File: src/rtl/uart_pkg.sv
// Shared UART definitions: receiver state encoding, default oversampling
// ratio and a counter-width helper.
package uart_pkg;

    localparam int unsigned OVERSAMPLE_DEF = 16;
    localparam int unsigned BYTE_W         = 8;

    typedef enum logic [2:0] {
        IDLE  = 3'd0,
        START = 3'd1,
        DATA  = 3'd2,
        STOP  = 3'd3,
        BREAK = 3'd4
    } rx_state_t;

    // Bits needed to hold 0..value-1; never returns less than 1.
    function automatic int unsigned clog2_min1(input int unsigned value);
        int unsigned w;
        w = 0;
        for (int i = 0; i < 32; i++) begin
            if (((value - 1) >> i) != 0) begin
                w = i + 1;
            end
        end
        return (w == 0) ? 1 : w;
    endfunction

endpackage

File: src/rtl/baud_tick_gen.sv
// Divide-by-DIV strobe generator; clr holds the phase at zero so the first
// tick lands DIV cycles after clr is released.
module baud_tick_gen
    import uart_pkg::*;
#(
    parameter int unsigned DIV = 1
) (
    input  logic CLK50M,
    input  logic RST,
    input  logic clr,
    output logic tick
);

    localparam int unsigned CW   = clog2_min1(DIV);
    localparam logic [CW-1:0] LAST = CW'(DIV - 1);

    logic [CW-1:0] cnt;

    always_ff @(posedge CLK50M) begin
        if (RST || clr) begin
            cnt <= '0;
        end else if (cnt == LAST) begin
            cnt <= '0;
        end else begin
            cnt <= cnt + CW'(1);
        end
    end

    assign tick = !clr && (cnt == LAST);

endmodule

File: src/rtl/uart_rx_os.sv
// Oversampling UART receiver: synchronised input, false-start rejection,
// three-sample mid-bit majority vote, stop-bit check and break recovery.
module uart_rx_os
    import uart_pkg::*;
#(
    parameter int unsigned CLK_FREQ   = 50000000,
    parameter int unsigned BAUD       = 9600,
    parameter int unsigned OVERSAMPLE = OVERSAMPLE_DEF
) (
    input  logic              CLK50M,
    input  logic              RST,
    input  logic              RX,
    output logic [BYTE_W-1:0] rx_data,
    output logic              rx_valid,
    output logic              rx_frame_err,
    output logic              rx_busy
);

    localparam int unsigned DIV   = CLK_FREQ / (BAUD * OVERSAMPLE);
    localparam int unsigned OS_W  = clog2_min1(OVERSAMPLE);
    localparam int unsigned IDX_W = clog2_min1(BYTE_W);
    localparam int unsigned MID   = OVERSAMPLE / 2;

    localparam logic [OS_W-1:0]  OS_LAST  = OS_W'(OVERSAMPLE - 1);
    localparam logic [OS_W-1:0]  SMP_A    = OS_W'(MID - 1);
    localparam logic [OS_W-1:0]  SMP_B    = OS_W'(MID);
    localparam logic [OS_W-1:0]  SMP_C    = OS_W'(MID + 1);
    localparam logic [IDX_W-1:0] LAST_BIT = IDX_W'(BYTE_W - 1);

    rx_state_t         state;
    rx_state_t         next_state;
    logic              rx_m;
    logic              rx_s;
    logic              tick;
    logic [OS_W-1:0]   os_cnt;
    logic [OS_W-1:0]   hi_cnt;
    logic              smp_a;
    logic              smp_b;
    logic [IDX_W-1:0]  bit_idx;
    logic [BYTE_W-1:0] shift_reg;
    logic              bit_end;
    logic              decide;
    logic              bit_val;
    logic              break_done;
    logic              shift_en;
    logic              load_byte;
    logic              flag_err;

    // Two-flop synchroniser, idle-high so reset never looks like a start edge.
    always_ff @(posedge CLK50M) begin
        if (RST) begin
            rx_m <= 1'b1;
            rx_s <= 1'b1;
        end else begin
            rx_m <= RX;
            rx_s <= rx_m;
        end
    end

    baud_tick_gen #(
        .DIV (DIV)
    ) u_tick (
        .CLK50M (CLK50M),
        .RST    (RST),
        .clr    (state == IDLE),
        .tick   (tick)
    );

    assign bit_end    = tick && (os_cnt == OS_LAST);
    assign decide     = tick && (os_cnt == SMP_C);
    assign bit_val    = (smp_a & smp_b) | (smp_a & rx_s) | (smp_b & rx_s);
    assign break_done = tick && rx_s && (hi_cnt == OS_LAST);

    // Bit timing, mid-bit samples, data shifter and break high-time counter.
    always_ff @(posedge CLK50M) begin
        if (RST) begin
            os_cnt    <= '0;
            hi_cnt    <= '0;
            smp_a     <= 1'b1;
            smp_b     <= 1'b1;
            bit_idx   <= '0;
            shift_reg <= '0;
        end else begin
            if (state == IDLE) begin
                os_cnt <= '0;
            end else if (tick) begin
                os_cnt <= (os_cnt == OS_LAST) ? '0 : os_cnt + OS_W'(1);
            end

            if (tick && (os_cnt == SMP_A)) begin
                smp_a <= rx_s;
            end
            if (tick && (os_cnt == SMP_B)) begin
                smp_b <= rx_s;
            end

            if (state != DATA) begin
                bit_idx <= '0;
            end else if (bit_end) begin
                bit_idx <= bit_idx + IDX_W'(1);
            end

            if (shift_en) begin
                shift_reg <= {bit_val, shift_reg[BYTE_W-1:1]};
            end

            // Any low sample restarts the one-bit high-time requirement.
            if ((state != BREAK) || !rx_s) begin
                hi_cnt <= '0;
            end else if (tick && (hi_cnt != OS_LAST)) begin
                hi_cnt <= hi_cnt + OS_W'(1);
            end
        end
    end

    always_ff @(posedge CLK50M) begin
        if (RST) begin
            state <= IDLE;
        end else begin
            state <= next_state;
        end
    end

    always_comb begin
        next_state = state;
        case (state)
            IDLE: begin
                if (!rx_s) begin
                    next_state = START;
                end
            end
            START: begin
                if (decide && bit_val) begin
                    next_state = IDLE;
                end else if (bit_end) begin
                    next_state = DATA;
                end
            end
            DATA: begin
                if (bit_end && (bit_idx == LAST_BIT)) begin
                    next_state = STOP;
                end
            end
            STOP: begin
                if (decide) begin
                    next_state = bit_val ? IDLE : BREAK;
                end
            end
            BREAK: begin
                if (break_done) begin
                    next_state = IDLE;
                end
            end
            default: next_state = IDLE;
        endcase
    end

    always_comb begin
        shift_en  = 1'b0;
        load_byte = 1'b0;
        flag_err  = 1'b0;
        case (state)
            DATA: shift_en = decide;
            STOP: begin
                load_byte = decide && bit_val;
                flag_err  = decide && !bit_val;
            end
            default: ;
        endcase
    end

    // Registered outputs; rx_busy follows next_state so it matches state exactly.
    always_ff @(posedge CLK50M) begin
        if (RST) begin
            rx_data      <= '0;
            rx_valid     <= 1'b0;
            rx_frame_err <= 1'b0;
            rx_busy      <= 1'b0;
        end else begin
            rx_valid     <= load_byte;
            rx_frame_err <= flag_err;
            rx_busy      <= (next_state != IDLE);
            if (load_byte) begin
                rx_data <= shift_reg;
            end
        end
    end

endmodule

File: config.mk
export PLATFORM = sky130hd
export DESIGN_NAME = uart_rx_os
export DESIGN_NICKNAME = d
export VERILOG_FILES = /design/src/rtl/uart_pkg.sv /design/src/rtl/baud_tick_gen.sv /design/src/rtl/uart_rx_os.sv
export SDC_FILE = /design/constraint.sdc
export NUM_CORES = 1
export LEC_CHECK = 0
export CORE_MARGIN = 5
export CORE_UTILIZATION = 65
export DETAILED_ROUTE_END_ITERATION = 8
export DONT_BUFFER_PORTS = 1
export HOLD_SLACK_MARGIN = 0.05
export MAX_ROUTING_LAYER = met4
export PLACE_DENSITY = 0.81
export SYNTH_ARGS = -nofsm -noshare
export SYNTH_HDL_FRONTEND = slang
export SYNTH_HIERARCHICAL = 1
export SYNTH_SLANG_ARGS = --single-unit
File: constraint.sdc
create_clock -name CLK50M -period 4 [get_ports CLK50M]
set_input_delay 0.4 -clock CLK50M [delete_from_list [all_inputs] [get_ports CLK50M]]
set_output_delay 0.4 -clock CLK50M [all_outputs]
set_load 0.005 [all_outputs]
==> flow_summary.json, run 1 <==
{
  "status": "completed",
  "hold_class": "input pin to flop",
  "dpl-instance-area_um2": 2000,
  "synth.net_count": 228,
  "finalNonFillerCells": 249,
  "max_freq_ghz": 0.413,
  "synthTopCellsByArea": "dfxtp_1, mux2i_1, ha_1",
  "drtIter0Drc": 128,
  "synth_cells": 217,
  "use_met3_pct": 5.47,
  "max-slew-margin-rel_pct": 29.8,
  "die_h_um": 65.6,
  "cts.sinks": 46,
  "final.setup.tns_ps": 0,
  "yosys.area.top_type_share_pct": 45.8,
  "clock_latency_ps": 340,
  "async_flop_share_pct": 0,
  "numPlacedInstances": 241,
  "routabilityCongestion": 0.836,
  "power_density_nw_per_um2": 357,
  "finalHoldViolCount": 0,
  "peakVddDrop_mv": 0.243,
  "ios": 14,
  "synth-seq-area-share_pct": 45.8,
  "path_class": "flop to flop",
  "diodes": 0,
  "fin_nets": 226,
  "endpoint_kind": "flop",
  "max_stage_delay_ps": 500,
  "antenna_found_initial": 0,
  "postCtsSetupBuffers": 0,
  "dr.pass1.iters": 4,
  "netlist_area_um2": 2010,
  "portBuffers": 0,
  "grt_pass1_vias": 1433,
  "setup_viol": 0,
  "drc_errors": 0,
  "vias": 1508,
  "yosysWarningCount": 6,
  "wl_per_cell_um": 14.0,
  "finalMaxSlewViolations": 0,
  "design.core.area_um2": 3000,
  "clk_pin_slew_ps": 130,
  "drv_cap": 0,
  "die_area_um2": 4300,
  "dp_hpwl_um": 2560,
  "cts_hold_buf": 0,
  "cp-start-kind": "flop",
  "slowest_stage": "nand4_1",
  "start_util_pct": 66.9,
  "fin_util_pct": 69.0,
  "yosys.area.top_type": "dfxtp_1",
  "ys_top_cells_by_count": "dfxtp_1, nor2_1, nand3_1, nand2_1, a21oi_1",
  "max-clock-path-buffers": 2,
  "grt_max_degree": 29,
  "min_period_ps": 2420,
  "routed_wl_um": 3480,
  "cts_buffers": 5,
  "drive_gt1_share_pct": 11.6,
  "worstMarginPinSlew_ps": 1050,
  "synth.most_common_cell": "dfxtp_1",
  "avgSynthCellArea_um2": 9.26,
  "die_width_um": 65.6,
  "met2_usage_pct": 30.6,
  "synth_flop_cell": "dfxtp_1",
  "cts_tree": "yes",
  "fin_crit_sh_pct": 60.5,
  "largest_reg_flops": 9,
  "overflow": 0,
  "synth-edff-count": 0,
  "rows": 20,
  "syn2layout_area_growth_pct": 3.05,
  "h-tree-depth": 2,
  "antenna_left": 0,
  "ys_types": 44,
  "cpLargestDelayFamily": "simple AND/OR/NAND/NOR gates",
  "cp_max_fo": 14,
  "cts_root_buf": "clkbuf_4",
  "cts_resized": 0,
  "clock_skew_ps": 10.6,
  "crit_required_ps": 4250,
  "crit_chain": "and4bb_1, nand4_1, nor2_1, buf_4, and4b_4, nand4_1, mux2i_1, nor2_1",
  "crit_buf_inv": 1,
  "grtUsageTotal_pct": 18.3,
  "leakage_uw": 0.000755,
  "final_area_um2": 2070,
  "busiest_layer": "met2",
  "grt_pass1_wl_um": 6090,
  "grt_util_met1_pct": 21.2,
  "rsz0062_at_grt": "no",
  "ys_seq_elements": 46,
  "viasPerCell": 6.06,
  "arrival_ps": 2670
}
[worst register-to-register path, cell delays in order (launching register included)]
cell      delay, ps
dfxtp_1         450
and4bb_1        240
nand4_1         100
nor2_1           90
buf_4           190
and4b_4         370
nand4_1         500
mux2i_1         320
nor2_1           60
[final timing paths]
kind	from	to	slack, ps	depth (start not counted)
max reg2reg	u_tick/cnt[2]	rx_data[6]	1580	8
max	u_tick/cnt[2]	rx_data[6]	1580	8
min	RST	shift_reg[7]	110	1
min reg2reg	rx_m	rx_s	430	1
[kinds of logic after synthesis]
kind of cell               after synthesis  share of synthesized area [%]
and+or+nand+nor                         92                           23.8
DFF                                     46                           45.8
AOI/OAI and AO/OA                       33                           11.3
buffers and inverters                   18                           4.61
muxes                                   11                           5.48
adders and majority gates                9                           5.54
xor gates and xnor gates                 8                           3.49
[per-layer routing]
metal  up-vias  routed length [um]
li1        751                   -
met1       709                1560
met2        46                1720
met3         2                 180
met4         0                  18
met5         -                   0
[where the power goes]
part / total [uW] / switching, uW / internal, uW
clock network: 266 / 134 / 133
registers: 463 / 2.40 / 460
logic: 11.1 / 6.27 / 4.82
total: 740 / 142 / 598
[cells in the final DEF (no fill, tap or decap), types with 2 or more instances in the layout]
cell / count
xor2_1: 5
o21ai_0: 5
nand4b_1: 2
xnor2_1: 3
nand3_1: 17
nand2b_1: 2
a21oi_1: 12
ha_1: 8
mux2i_1: 11
inv_1: 8
nand2_1: 16
clkbuf_1: 2
nor3_1: 2
a21oi_2: 4
dfxtp_1: 46
a21o_1: 2
or3_1: 5
nor2_2: 4
nor2_1: 26
a211o_1: 2
clkbuf_4: 5
or2_2: 6
nand4_1: 3
[stage by stage]
step	setup slack, ps	power, uW	hold slack (ps)
5_1_grt	1350	767	89.5
3_5_place_dp	1590	484	403
6_report	1580	740	108
4_1_cts	1570	745	103
3_3_place_gp	1690	483	396
2_1_floorplan	2150	485	389
[layout make-up]
class / instances / area (um^2)
fillers: 240 / 932
clock buffers: 7 / 45.0
clock inverters: 1 / 30.0
multi-input cells: 153 / 996
well taps: 33 / 41.3
inverters: 8 / 30.0
flip-flops and latches: 46 / 921
repair buffers: 1 / 7.51
(Power assumes the default switching activity.)
==> run 2: changes to the inputs <==
--- a/config.mk
+++ b/config.mk
@@ -6,12 +6,12 @@
 export NUM_CORES = 1
 export LEC_CHECK = 0
 export CORE_MARGIN = 5
-export CORE_UTILIZATION = 65
+export CORE_UTILIZATION = 61
 export DETAILED_ROUTE_END_ITERATION = 8
 export DONT_BUFFER_PORTS = 1
 export HOLD_SLACK_MARGIN = 0.05
 export MAX_ROUTING_LAYER = met4
-export PLACE_DENSITY = 0.81
+export PLACE_DENSITY = 0.77
 export SYNTH_ARGS = -nofsm -noshare
 export SYNTH_HDL_FRONTEND = slang
 export SYNTH_HIERARCHICAL = 1
==> constraint.sdc (replaced) <==
create_clock -name CLK50M -period 2.5 [get_ports CLK50M]
set_input_delay 0.25 -clock CLK50M [delete_from_list [all_inputs] [get_ports CLK50M]]
set_output_delay 0.25 -clock CLK50M [all_outputs]
set_load 0.005 [all_outputs]
==> run 2 against run 1 <==
- critical path depth fell by 1
- core utilization rose by 0.76 points
- first-iteration DRC count fell by 5.5%
- global-route usage rose by 0.96 points
- sequential share of layout area fell by 1.9 points
==> flow_summary.json, run 2 (same netlist as run 1, synthesis figures left out) <==
{
  "drc_errors": 0,
  "dp_hpwl_um": 2610,
  "largest_reg_flops": 9,
  "diodes": 0,
  "crit_chain": "and4bb_1, nand4_1, nor2_1, and4_1, a2111oi_2, a311oi_1, o221ai_1",
  "swShare_pct": 18.4,
  "max-clock-path-buffers": 2,
  "finalWorstSetupSlack_ps": 321,
  "grt_pass1_wl_um": 6490,
  "design.core.area_um2": 3100,
  "routabilityCongestion": 0.910,
  "endpoint_kind": "flop",
  "reg2reg_depth": 7,
  "drive_gt1_share_pct": 13.6,
  "max-slew-margin-rel_pct": 44.4,
  "die_area_um2": 4540,
  "syn2layout_area_growth_pct": 7.66,
  "power.net_switching_uw": 245,
  "antenna_found_initial": 0,
  "routed_wl_um": 3700,
  "regArea_um2": 921,
  "cts_root_buf": "clkbuf_4",
  "rsz0062_at_grt": "no",
  "max_freq_ghz": 0.459,
  "leakage_uw": 0.000797,
  "fin_nets": 231,
  "dr.pass1.iters": 4,
  "antenna_left": 0,
  "min_period_ps": 2180,
  "hold_class": "input pin to flop",
  "overflow": 0,
  "clock_latency_ps": 350,
  "arrival_ps": 2410,
  "pre_cts_ws_ps": 356,
  "power_frac_seq_pct": 55.7,
  "peakVddDrop_mv": 0.422,
  "cts.sinks": 46,
  "die_width_um": 67.4,
  "nFillCells": 256,
  "path_class": "flop to flop",
  "drv_cap": 0,
  "portBuffers": 0,
  "cell_internal_pwr_uw": 1090,
  "power_density_nw_per_um2": 615,
  "finalMaxSlewViolations": 0,
  "min_path_cells": 2,
  "slowest_stage": "and4_1",
  "cp-start-kind": "flop",
  "multi_input_area_um2": 996,
  "pwr-share-comb_pct": 1.9,
  "die_h_um": 67.4,
  "start_util_pct": 64.8,
  "clkPwrFrac_pct": 42.4,
  "finalHoldViolCount": 0,
  "worstMarginPinSlew_ps": 831,
  "ios": 14,
  "status": "completed",
  "cts_buffers": 5,
  "wl_per_cell_um": 14.0,
  "power_uw": 1330,
  "setup_viol": 0,
  "crit_required_ps": 2730,
  "rows": 20,
  "cts_tree": "yes",
  "h-tree-depth": 2,
  "viasPerCell": 5.67,
  "layout_common_cells": "dfxtp_1, nor2_1, nand3_1",
  "grt_max_degree": 24,
  "cp_max_fo": 7,
  "cts_resized": 0,
  "clk_pin_slew_ps": 130,
  "grtUsageTotal_pct": 19.3,
  "whs_ps": 88.0,
  "layout_commonest_cell": "dfxtp_1",
  "vias": 1502,
  "final.setup.tns_ps": 0,
  "clock_skew_ps": 7.89,
  "fin_crit_sh_pct": 87.2,
  "max_stage_delay_ps": 440,
  "grt_pass1_vias": 1473,
  "drtIter0Drc": 121
}
==> run 2: repair_timing <==
item                      in CTS  in global routing
hold endpoints to repair      23                  0
hold buffers                   2                  0
setup buffers                  0                  0
==> run 2: final timing paths <==
path                      start        to  slack (ps)
hold reg to reg            rx_m      rx_s         430
setup / recovery  u_tick/cnt[3]   rx_busy         320
hold / removal              RST  state[0]          90
setup reg to reg  u_tick/cnt[3]   rx_busy         320
==> run 2: critical path, delay by kind of cell (launching register included) <==
| kind | cells | cell delay, ps |
|---|---|---|
| DFF | 1 | 380 |
| and+or+nand+nor | 4 | 1090 |
| AOI/OAI and AO/OA | 3 | 590 |
==> run 2: power by group through the flow <==
stage	combinational, uW	sequential [uW]	clock, uW
floorplan	20.6	756	0
global placement	16.3	757	0
detailed placement	17.2	757	0
CTS	24.8	741	580
global route	28.2	742	619
finish	24.9	741	564
==> run 2: per-stage QoR <==
stage	instance area, um^2	cells	utilization (%)
after floorplan	2010	217	-
after global routing	2160	265	69.7
after CTS	2160	265	69.7
after detailed placement	2030	255	65.5
after global placement	2030	255	65.5
final	2160	265	69.7
==> run 2: area by class of cell <==
| cell class | instances | share of cell area [%] |
|---|---|---|
| multi-input combinational | 153 | 46.0 |
| sequential | 46 | 42.6 |
| clock inverter | 2 | 2.78 |
| tap | 44 | 2.54 |
| clock buffer | 6 | 2.37 |
| timing repair buffer | 6 | 2.31 |
| inverter | 8 | 1.39 |
==> run 2: layer usage <==
| metal | share of wire, % | up-vias | wire length (um) | track usage (%) |
|---|---|---|---|---|
| li1 | - | 758 | - | - |
| met1 | 45 | 711 | 1650 | 23.4 |
| met2 | 49 | 26 | 1820 | 31.3 |
| met3 | 4.2 | 7 | 155 | 5.32 |
| met4 | 1.8 | 0 | 68 | 5.57 |
| met5 | 0 | - | 0 | - |
